--- config.mk ---
export PLATFORM = sky130hd
export DESIGN_NAME = adaptive_traffic_controller
export DESIGN_NICKNAME = d
export VERILOG_FILES = /design/src/rtl/adaptive_traffic_controller.sv
export SDC_FILE = /design/constraint.sdc
export NUM_CORES = 1
export LEC_CHECK = 0
export ABC_CLOCK_PERIOD_IN_PS = 2500
export BUFFER_PORTS_ARGS = -buffer_cell sky130_fd_sc_hd__clkbuf_2
export CORE_MARGIN = 2
export CORE_UTILIZATION = 40
export DETAILED_ROUTE_END_ITERATION = 12
export PLACE_DENSITY = 0.61
export SLEW_MARGIN = 40
export SYNTH_ARGS = -nofsm -noshare
export SYNTH_HDL_FRONTEND = slang
export SYNTH_SLANG_ARGS = --single-unit
--- constraint.sdc ---
create_clock -name clk -period 2.5 [get_ports clk]
set_input_delay 0.25 -clock clk [delete_from_list [all_inputs] [get_ports clk]]
set_output_delay 0.25 -clock clk [all_outputs]
set_load 0.02 [all_outputs]
--- src/rtl/adaptive_traffic_controller.sv ---
// +--------------------------------------------------------------------------+
// | Module      : adaptive_traffic_controller                                |
// | Description : Two-road traffic light FSM with traffic-adaptive green,    |
// |               yellow/all-red clearance and a flashing night mode.        |
// | Revision    : 1.0 - initial release                                      |
// +--------------------------------------------------------------------------+
`default_nettype none

module adaptive_traffic_controller #(
    parameter int CNT_W     = 8,
    parameter int GREEN_MIN = 10,
    parameter int GREEN_MAX = 60,
    parameter int YELLOW_T  = 4,
    parameter int ALLRED_T  = 2
) (
    input  logic             clk,
    input  logic             rst,
    input  logic             tick,
    input  logic             ta,
    input  logic             tb,
    input  logic             flash,
    output logic             ra,
    output logic             ya,
    output logic             ga,
    output logic             rb,
    output logic             yb,
    output logic             gb,
    output logic [2:0]       state,
    output logic [CNT_W-1:0] timer
);

    typedef enum logic [2:0] {
        A_GRN = 3'd0,
        A_YEL = 3'd1,
        AR_AB = 3'd2,
        B_GRN = 3'd3,
        B_YEL = 3'd4,
        AR_BA = 3'd5,
        FLASH = 3'd6
    } state_t;

    // Elapsed-count comparisons use one extra bit so e never wraps.
    localparam logic [CNT_W:0]   GMIN_E = (CNT_W+1)'(GREEN_MIN);
    localparam logic [CNT_W:0]   GMAX_E = (CNT_W+1)'(GREEN_MAX);
    localparam logic [CNT_W:0]   YEL_E  = (CNT_W+1)'(YELLOW_T);
    localparam logic [CNT_W:0]   AR_E   = (CNT_W+1)'(ALLRED_T);
    localparam logic [CNT_W-1:0] GMAX_T = CNT_W'(GREEN_MAX);
    localparam logic [CNT_W-1:0] ONES_T = {CNT_W{1'b1}};

    state_t           state_q, state_d;
    logic [CNT_W-1:0] timer_q, timer_d;
    logic             blink_q, blink_d;
    logic [CNT_W:0]   e;
    logic             green;

    assign e     = {1'b0, timer_q} + {{CNT_W{1'b0}}, 1'b1};
    assign green = (state_q == A_GRN) || (state_q == B_GRN);

    always_ff @(posedge clk or negedge rst) begin
        if (!rst) begin
            state_q <= A_GRN;
            timer_q <= '0;
            blink_q <= 1'b0;
        end else begin
            state_q <= state_d;
            timer_q <= timer_d;
            blink_q <= blink_d;
        end
    end

    always_comb begin
        state_d = state_q;
        timer_d = timer_q;
        blink_d = blink_q;
        if (tick) begin
            case (state_q)
                A_GRN: if (flash || (tb && ((e >= GMIN_E && !ta) || e >= GMAX_E)))
                           state_d = A_YEL;
                B_GRN: if (flash || (ta && ((e >= GMIN_E && !tb) || e >= GMAX_E)))
                           state_d = B_YEL;
                A_YEL: if (e == YEL_E) state_d = AR_AB;
                B_YEL: if (e == YEL_E) state_d = AR_BA;
                AR_AB: if (e == AR_E)  state_d = flash ? FLASH : B_GRN;
                AR_BA: if (e == AR_E)  state_d = flash ? FLASH : A_GRN;
                FLASH: if (!flash)     state_d = AR_BA;
                default:               state_d = AR_BA;
            endcase

            if (state_d != state_q)
                timer_d = '0;
            else if (green)
                timer_d = (e >= GMAX_E) ? GMAX_T : e[CNT_W-1:0];
            else if (state_q == FLASH)
                timer_d = e[CNT_W] ? ONES_T : e[CNT_W-1:0];
            else
                timer_d = e[CNT_W-1:0];

            blink_d = (state_q == FLASH) ? ~blink_q : 1'b0;
        end
    end

    always_comb begin
        ra = 1'b0;
        ya = 1'b0;
        ga = 1'b0;
        rb = 1'b0;
        yb = 1'b0;
        gb = 1'b0;
        case (state_q)
            A_GRN: begin ga = 1'b1; rb = 1'b1; end
            A_YEL: begin ya = 1'b1; rb = 1'b1; end
            B_GRN: begin ra = 1'b1; gb = 1'b1; end
            B_YEL: begin ra = 1'b1; yb = 1'b1; end
            AR_AB,
            AR_BA: begin ra = 1'b1; rb = 1'b1; end
            FLASH: begin ya = blink_q; yb = blink_q; end
            default: ;
        endcase
    end

    assign state = state_q;
    assign timer = timer_q;

endmodule

`default_nettype wire

==> results of run 1 <==
## path summary, 6_finish.rpt
check                                startpoint              endpoint  depth (start not counted)  slack, ns
max                        timer[1]$_DFFE_PN0P_  timer[4]$_DFFE_PN0P_                         11      -0.25
min                                         rst  timer[5]$_DFFE_PN0P_                          2       0.38
min reg2reg                 blink_q$_DFFE_PN0P_   blink_q$_DFFE_PN0P_                          3       0.59
min in group clk                          flash  state[2]$_DFFE_PN0P_                          5       0.54
max reg2reg                timer[1]$_DFFE_PN0P_  timer[4]$_DFFE_PN0P_                         11      -0.25
max in group asynchronous                   rst  timer[0]$_DFFE_PN0P_                          2       1.86
## worst max-delay path: cells and delay by family, from the launching register on
kind | cells | cell delay (ns)
compound gates | 6 | 1.28
fa+ha+maj | 1 | 0.26
buf+inv | 2 | 0.23
flops | 1 | 0.42
simple gates | 2 | 0.50
## logic make-up (layout without fill, tap and decap cells)
| group | after synthesis | after routing | share of synthesized area, % |
|---|---|---|---|
| compound gates | 64 | 64 | 36.39 |
| simple gates | 60 | 60 | 25.56 |
| buf+inv | 22 | 72 | 7.317 |
| flops | 12 | 12 | 23.41 |
| xor+xnor | 4 | 4 | 2.732 |
| fa+ha+maj | 3 | 3 | 2.927 |
| mux | 2 | 2 | 1.659 |
## routing by layer
layer | part of all wire (%) | wire (µm)
met5 | 0 | 0
met4 | 1.1 | 43
met2 | 46 | 1840
met1 | 48 | 1911
met3 | 4.5 | 177
## layout make-up
type                    count  area (µm²)  area share (%)
repair buffers             61       405.4           22.19
flip-flops and latches     12       302.8           16.58
clock buffers               4       26.28           1.438
multi-input cells         133        1011           55.34
well taps                  44       55.05           3.014
inverters                   7       26.28           1.438
## power by group through the flow
stage / combinational, mW / clock [mW] / sequential (mW)
after global routing: 1.83 / 0.147 / 0.347
after CTS: 1.53 / 0.136 / 0.338
final: 1.70 / 0.134 / 0.339
after floorplan: 0.833 / 0 / 0.449
after detailed placement: 1.43 / 0 / 0.345
after global placement: 1.42 / 0 / 0.338
## cells in the mapped netlist, types with 2 or more instances
master    count  area share [%]
ha_1          3             2.9
inv_1         7             2.0
nor2b_1       4             2.0
o22ai_1       3             1.5
nor3_1        4             1.6
a211oi_1      4             2.3
xor2_1        2             1.4
nand2_1      13             3.8
o221ai_1      2             1.4
a21o_1        3             1.8
a21boi_0      2             1.2
a21oi_1      12             4.7
buf_2         3             1.2
a31oi_1       4             2.0
dfrtp_1      12              23
o21ai_0      14             5.5
and3_1        6             2.9
and4_1        2             1.4
nand4_1       3             1.5
clkbuf_1     10             2.9
nand2b_1      3             1.5
or3_1         2            0.98
a22o_1        2             1.4
o32ai_1       2             1.4
nor2_1       12             3.5
nand3_1       3             1.2
xnor2_1       2             1.4
a22oi_1       2             1.2
a211oi_2      2             2.0
## state kept, by name, indices dropped and copies added, names as in the netlist
name     cells
timer        8
state        3
blink_q      1
## repair_timing
action / CTS / global route
buffers inserted: 4 / 8
pin swaps: 3 / 10
endpoints found under the hold margin: 12 / 0
resized for setup: 7 / 12
setup endpoints to repair: 9 / 10
gates cloned: 0 / 0
hold buffers: 1 / 0
==> impl_metrics.json, run 1 <==
{
  "totalWireLength_um": 3973,
  "cts_buffer_depth": 2,
  "ir_worst_vdd_uv": 517.7,
  "p_sw_mw": 1.074,
  "hold_viol": 0,
  "fmax_ghz": 0.3633,
  "final_nets": 227,
  "path_clk_slew_ns": 0.09,
  "antenna_found_initial": 0,
  "crit_arrival_ns": 2.97,
  "placed_area_um2": 1649,
  "met1_usage_pct": 31.76,
  "rsz0062_at_grt": "true",
  "post-route-drc-count": 0,
  "syn_nets": 176,
  "finish.instance_area_um2": 1827,
  "syn-cell-area_um2": 1282,
  "slew_headroom_pct": 61.81,
  "use_met2_pct": 35.94,
  "path_common_cell": "a21o_1",
  "synth-edff-count": 0,
  "synth_ff_type": "dfrtp_1",
  "ios": 23,
  "synthCells": 167,
  "via_count": 1505,
  "synth-async-reset-ratio_pct": 100.0,
  "internal_power_mw": 1.096,
  "synth-seq-cells": 12,
  "finalClockSkew_ns": 0.01509,
  "routed_via_density": 5.766,
  "die_w_um": 60.63,
  "drv_cap": 0,
  "n_fill_cell": 299,
  "fin_crit_sh_pct": 110.1,
  "drive_gt1_share_pct": 43.32,
  "drv_slew": 0,
  "yosys.cell_types.count": 53,
  "p_sw_share_pct": 49.50,
  "synth-warning-count": 0,
  "hold_class": "primary input to async pin",
  "drtPass1Iterations": 4,
  "cts_buffers": 3,
  "mostFrequentLayoutCell": "buf_4",
  "grt_pass1_vias": 1366,
  "pwr-share-clk_pct": 6.2,
  "cp-start-kind": "flop",
  "clockRootBuffer": "clkbuf_4",
  "core_um2": 3053,
  "grt_use_total_pct": 22.53,
  "cts.sinks": 12,
  "dp.cells": 248,
  "h-tree-depth": 1,
  "holdWs_ns": 0.3786,
  "gp_congestion": 0.8547,
  "die_h_um": 60.63,
  "violations": "setup timing",
  "status": "complete, but fails checks",
  "portBuffers": 22,
  "num_rows": 20,
  "cts_tree": "built",
  "fin_cells": 261,
  "final_cell_mix": "38 x buf_4, 22 x clkbuf_2, 13 x nand2_1, 13 x o21ai_0",
  "synth_area_per_cell_um2": 7.680,
  "grt_use_met3_pct": 2.772,
  "antenna_left": 0,
  "grt-ovfl-total": 0,
  "place_ws_ns": -0.2299,
  "critical_path.endpoint_type": "flop",
  "utilization_pct": 59.84,
  "seq_power_share_pct": 15.6,
  "setup_violations": 10,
  "power.density_nw_per_um2": 1188,
  "worst_slew_pin_slew_ns": 0.5729,
  "ys_seq_area_share_pct": 23.41,
  "path_max_fanout": 8,
  "slowest_delay_ns": 0.42,
  "area.growth.synth_to_final_pct": 42.44,
  "period_needed_ns": 2.752,
  "power_mw": 2.170,
  "drt_iter0_markers": 90,
  "grt.busiest_layer": "met2",
  "worst_slack_ns": -0.2523,
  "clk-insertion-delay-late_ns": 0.29,
  "antenna-diode-count": 0,
  "dieArea_um2": 3675,
  "worstSetupPathType": "flop to flop",
  "grt_max_degree": 29,
  "initial_core_util_pct": 42.01,
  "setup_tns_ns": -1.860,
  "crit_path_top_delay_cell": "dfrtp_2",
  "grt_pass1_wl_um": 6244,
  "hpwlAfterDp_um": 2778,
  "crit_path_cell_trace": "inv_2 > ha_4 > or3b_1 > a21o_1 > a211o_1 > a221o_1 > nor3_2 > a21o_1 > o21ai_4 > buf_4 > a21oi_2",
  "cp.required_ns": 2.72,
  "comb_power_share_pct": 78.2,
  "p_leak_nw": 0.8286,
  "post_drt_wl_per_cell_um": 15.22
}
No activity file was read; power rests on OpenSTA's default activity.
==> inputs of run 2 (changes only) <==
- CORE_UTILIZATION: 40 -> 50
- PLACE_DENSITY: 0.61 -> 0.74
==> run 2 against run 1 <==
Wire length is 0.96% lower; register-to-register slack better by 0.03 ns; worst setup slack better by 0.030 ns; combinational power is 6% lower; global-route usage is 5.3 points higher; final area is 4.8% lower; highest routed layer unchanged; die area is 19% lower; power is 4.4% lower; the flow still finishes with violations (setup timing); clock-buffer cell count stayed put; non-clock buffer count is 6 lower; final cell count is 7.7% lower; via count is 1.5% lower.
==> impl_metrics.json, run 2 (same netlist as run 1, synthesis figures left out) <==
{
  "antenna_found_initial": 0,
  "grt_pass1_wl_um": 6037,
  "mostFrequentLayoutCell": "buf_4",
  "violations": "setup timing",
  "regArea_um2": 302.8,
  "cp.required_ns": 2.70,
  "num_rows": 18,
  "cts_buffers": 3,
  "setup_violations": 10,
  "grt_use_met3_pct": 3.279,
  "crit_start": "timer[1]$_DFFE_PN0P_",
  "core_um2": 2455,
  "post_drt_wl_per_cell_um": 16.33,
  "totalWireLength_um": 3935,
  "critical_path.endpoint_type": "flop",
  "p_leak_nw": 0.7897,
  "power.density_nw_per_um2": 1193,
  "period_needed_ns": 2.722,
  "drv_slew": 0,
  "crit_end": "timer[5]$_DFFE_PN0P_",
  "hpwlAfterDp_um": 2747,
  "hold_class": "primary input to async pin",
  "rsz0062_at_grt": "true",
  "final_cell_mix": "32 x buf_4, 22 x clkbuf_2, 14 x o21ai_0, 13 x nand2_1, 12 x a21oi_1",
  "h-tree-depth": 1,
  "use_met2_pct": 43.85,
  "grt_max_degree": 29,
  "largest_reg_flops": 8,
  "grt_pass1_vias": 1300,
  "n_fill_cell": 202,
  "dieArea_um2": 2986,
  "cts.sinks": 12,
  "clk-insertion-delay-late_ns": 0.28,
  "timing.rr.start": "timer[1]$_DFFE_PN0P_",
  "ir_worst_vdd_uv": 744.5,
  "die_w_um": 54.65,
  "worstSetupPathType": "flop to flop",
  "crit_arrival_ns": 2.92,
  "clockRootBuffer": "clkbuf_4",
  "timing.rr.end": "timer[5]$_DFFE_PN0P_",
  "met1_usage_pct": 40.27,
  "cp-start-kind": "flop",
  "finalClockSkew_ns": 0.01061,
  "initial_core_util_pct": 52.24,
  "r2r_cells": 10,
  "r2r_slack_ns": -0.22,
  "status": "complete, but fails checks",
  "grt.busiest_layer": "met2",
  "path_clk_slew_ns": 0.09,
  "post-route-drc-count": 0,
  "gp_congestion": 0.9274,
  "drt_iter0_markers": 50,
  "path_max_fanout": 8,
  "slew_headroom_pct": 63.86,
  "ios": 23,
  "antenna_left": 0,
  "worst_slack_ns": -0.2218,
  "cts_tree": "built",
  "place_ws_ns": -0.2568,
  "fmax_ghz": 0.3674,
  "area.growth.synth_to_final_pct": 35.61,
  "via_count": 1483,
  "final_nets": 221,
  "grt_use_total_pct": 27.82,
  "drv_cap": 0,
  "drtPass1Iterations": 4,
  "cts_buffer_depth": 2,
  "hold_viol": 0,
  "antenna-diode-count": 0,
  "setup_tns_ns": -1.449,
  "worst_slew_pin_slew_ns": 0.5421,
  "multi_input_comb_area_um2": 985.9,
  "drive_gt1_share_pct": 38.86,
  "routed_via_density": 6.154,
  "fin_crit_sh_pct": 108.9,
  "portBuffers": 22,
  "die_h_um": 54.65,
  "grt-ovfl-total": 0
}
-- run 2: area by class of cell --
type | instances | share of cell area [%]
clock buffers | 4 | 1.511
inverters | 7 | 1.511
multi-input cells | 133 | 56.69
flip-flops and latches | 12 | 17.41
well taps | 30 | 2.158
repair buffers | 55 | 20.72
-- run 2: per-stage QoR --
step / cells / hold slack (ns) / utilization [%] / power, mW / area, µm²
floorplan: 167 / -0.04559 / - / 1.282 / 1326
global placement: 232 / 0.1497 / 65.85 / 1.736 / 1617
detailed placement: 232 / 0.1578 / 65.85 / 1.780 / 1617
CTS: 240 / 0.3938 / 69.52 / 2.001 / 1707
global route: 241 / 0.4097 / 70.85 / 2.218 / 1739
finish: 241 / 0.3806 / 70.85 / 2.074 / 1739
-- run 2: worst min path at each step --
stage,startpoint,end,slack [ns]
after floorplan,rst,blink_q$_DFFE_PN0P_,-0.05
after global placement,rst,timer[4]$_DFFE_PN0P_,0.15
after detailed placement,rst,timer[2]$_DFFE_PN0P_,0.16
after CTS,rst,timer[2]$_DFFE_PN0P_,0.39
after global routing,rst,timer[2]$_DFFE_PN0P_,0.41
final,rst,timer[2]$_DFFE_PN0P_,0.38
-- run 2: timing repair --
action	CTS	global route
pin swaps	2	6
hold buffers	1	0
setup buffers	3	3
gates resized for setup	6	5
endpoints found under the hold margin	12	0
setup endpoints to repair	9	10
-- run 2: critical path, stage by stage, from the launching register on --
cell and delay (ns):
dfrtp_2 0.42, inv_2 0.07, ha_4 0.26, or3b_1 0.34
a21o_1 0.18, a211o_1 0.32, a221o_1 0.36, nor3_2 0.15
a21o_1 0.16, o21ai_4 0.12, a221oi_2 0.26
-- run 2: where the power goes --
part,internal (mW),switching [mW],total (mW)
logic,0.703,0.901,1.60
registers,0.266,0.0709,0.337
clock network,0.0620,0.0719,0.134
total,1.03,1.04,2.07
-- run 2: layer usage --
metal / vias to the layer above / share of wire (%)
met2: 63 / 48
met5: - / 0
met1: 698 / 46
li1: 717 / -
met3: 5 / 5.5
met4: 0 / 0.71
==> inputs of run 3 (changes only) <==
- RECOVER_POWER: default -> 50
==> run 3 against run 2 <==
The run still ends with setup timing left; register-to-register slack is essentially flat; sequential power is essentially flat; flip-flop and latch count is the same; via count shrank 0.20%; final area shrank 0.22%; worst hold slack gained 0.13 ns; clock power is essentially flat; critical path type unchanged; highest routed layer unchanged.
==> impl_metrics.json, run 3 (same netlist as run 1, synthesis figures left out) <==
{
  "status": "complete, but fails checks",
  "violations": "setup timing",
  "dieArea_um2": 2986,
  "antenna-diode-count": 0,
  "grt_pass1_wl_um": 6037,
  "clockRootBuffer": "clkbuf_4",
  "worstSetupPathType": "flop to flop",
  "crit_path_cell_trace": "inv_2 > ha_4 > or3b_1 > a21o_1 > a211o_1 > a221o_1 > nor3_2 > a21o_1 > o21ai_4 > a221oi_2",
  "crit_path_top_delay_cell": "dfrtp_2",
  "via_count": 1480,
  "grt_pass1_vias": 1300,
  "rsz0062_at_grt": "true",
  "mostFrequentLayoutCell": "buf_4",
  "ir_worst_vdd_uv": 744.8,
  "worst_slack_ns": -0.2229,
  "slowest_delay_ns": 0.42,
  "regArea_um2": 302.8,
  "num_rows": 18,
  "post_drt_wl_per_cell_um": 16.37,
  "n_fill_cell": 203,
  "utilization_pct": 70.69,
  "drv_slew": 0,
  "grt_use_total_pct": 27.82,
  "totalWireLength_um": 3946,
  "cts_buffers": 3,
  "antenna_left": 0,
  "fin_crit_sh_pct": 108.9,
  "hold_viol": 0,
  "path_clk_slew_ns": 0.09,
  "cp-start-kind": "flop",
  "core_um2": 2455,
  "gp_congestion": 0.9274,
  "slew_headroom_pct": 53.72,
  "clk-insertion-delay-late_ns": 0.28,
  "finalClockSkew_ns": 0.01054,
  "cts.sinks": 12,
  "p_leak_nw": 0.7806,
  "ios": 23,
  "drv_cap": 0,
  "cts_tree": "built",
  "period_needed_ns": 2.723,
  "post-route-drc-count": 0,
  "h-tree-depth": 1,
  "worst_slew_pin_slew_ns": 0.6942,
  "die_w_um": 54.65,
  "power.density_nw_per_um2": 1196,
  "critical_path.endpoint_type": "flop",
  "crit_arrival_ns": 2.92,
  "drt_iter0_markers": 50,
  "portBuffers": 22,
  "cts_buffer_depth": 2,
  "antenna_found_initial": 0,
  "die_h_um": 54.65,
  "grt_max_degree": 29,
  "largest_reg_flops": 8,
  "grt-ovfl-total": 0,
  "initial_core_util_pct": 52.24,
  "final_cell_mix": "32 x buf_4, 19 x clkbuf_2, 14 x o21ai_0, 13 x nand2_1, 12 x a21oi_1",
  "multi_input_comb_area_um2": 985.9,
  "setup_tns_ns": -1.460,
  "path_common_cell": "a21o_1",
  "setup_violations": 10,
  "final_nets": 221,
  "routed_via_density": 6.141,
  "area.growth.synth_to_final_pct": 35.32,
  "hold_class": "primary input to async pin",
  "fmax_ghz": 0.3673,
  "path_max_fanout": 8,
  "drive_gt1_share_pct": 37.44,
  "cp.required_ns": 2.70,
  "drtPass1Iterations": 4,
  "hpwlAfterDp_um": 2747
}
-- run 3: cell counts in the layout (fill, tap and decap cells not counted) --
Identical to the previous run, type by type.
-- run 3: final cells by class --
class,instances,area share (%)
Timing Repair Buffer,55,20.55
Tap cell,30,2.163
Multi-Input combinational cell,133,56.81
Sequential cell,12,17.45
Clock buffer,4,1.514
Inverter,7,1.514
-- run 3: layer usage --
metal | share of wire (%) | wire length [µm] | global-route usage [%] | up-vias
li1 | - | - | - | 714
met1 | 47 | 1858 | 40.27 | 703
met2 | 47 | 1864 | 43.85 | 58
met3 | 5.0 | 196 | 3.279 | 5
met4 | 0.66 | 26 | 6.250 | 0
met5 | 0 | 0 | 0 | -
-- run 3: report_power, final --
part           internal (mW)  leakage (nW)  total [mW]  switching [mW]
clock                 0.0620        0.0150       0.134          0.0719
combinational          0.700         0.614        1.60           0.904
sequential             0.266         0.152       0.337          0.0708
total                   1.03         0.781        2.07            1.05
-- run 3: per-stage QoR --
stage | worst slack [ns] | hold slack (ns) | cells | instance area [µm²] | total power, mW
5_1_grt | -0.3037 | 0.5766 | 241 | 1735 | 2.216
3_5_place_dp | -0.2568 | 0.1578 | 232 | 1617 | 1.780
3_3_place_gp | -0.1376 | 0.1497 | 232 | 1617 | 1.736
6_report | -0.2229 | 0.5139 | 241 | 1735 | 2.075
4_1_cts | -0.1982 | 0.3938 | 240 | 1707 | 2.001
2_1_floorplan | -0.1758 | -0.04559 | 167 | 1326 | 1.282
-- run 3: worst paths after layout --
path,start,to,slack [ns],depth (start not counted)
worst max-delay path,timer[1]$_DFFE_PN0P_,timer[5]$_DFFE_PN0P_,-0.22,10
worst min-delay path,rst,timer[2]$_DFFE_PN0P_,0.51,2
worst max register to register,timer[1]$_DFFE_PN0P_,timer[5]$_DFFE_PN0P_,-0.22,10
worst min register to register,blink_q$_DFFE_PN0P_,blink_q$_DFFE_PN0P_,0.59,3
max in group asynchronous,rst,timer[0]$_DFFE_PN0P_,1.51,2
min in group clk,flash,state[2]$_DFFE_PN0P_,0.53,5
-- run 3: critical path: cells and delay by family, from the launching register on --
kind / cells / cell delay [ns]
buffers and inverters: 1 / 0.07
AO/OA/AOI/OAI: 6 / 1.40
AND/OR/NAND/NOR: 2 / 0.50
flip-flops: 1 / 0.42
adder cells (fa/ha/maj): 1 / 0.26
-- run 3: timing repair --
item / CTS / global route
pin swaps: 2 / 6
buffers inserted: 3 / 3
endpoints found under the hold margin: 12 / 0
gates resized for setup: 6 / 5
endpoints found under the setup margin: 9 / 10
hold buffers: 1 / 0
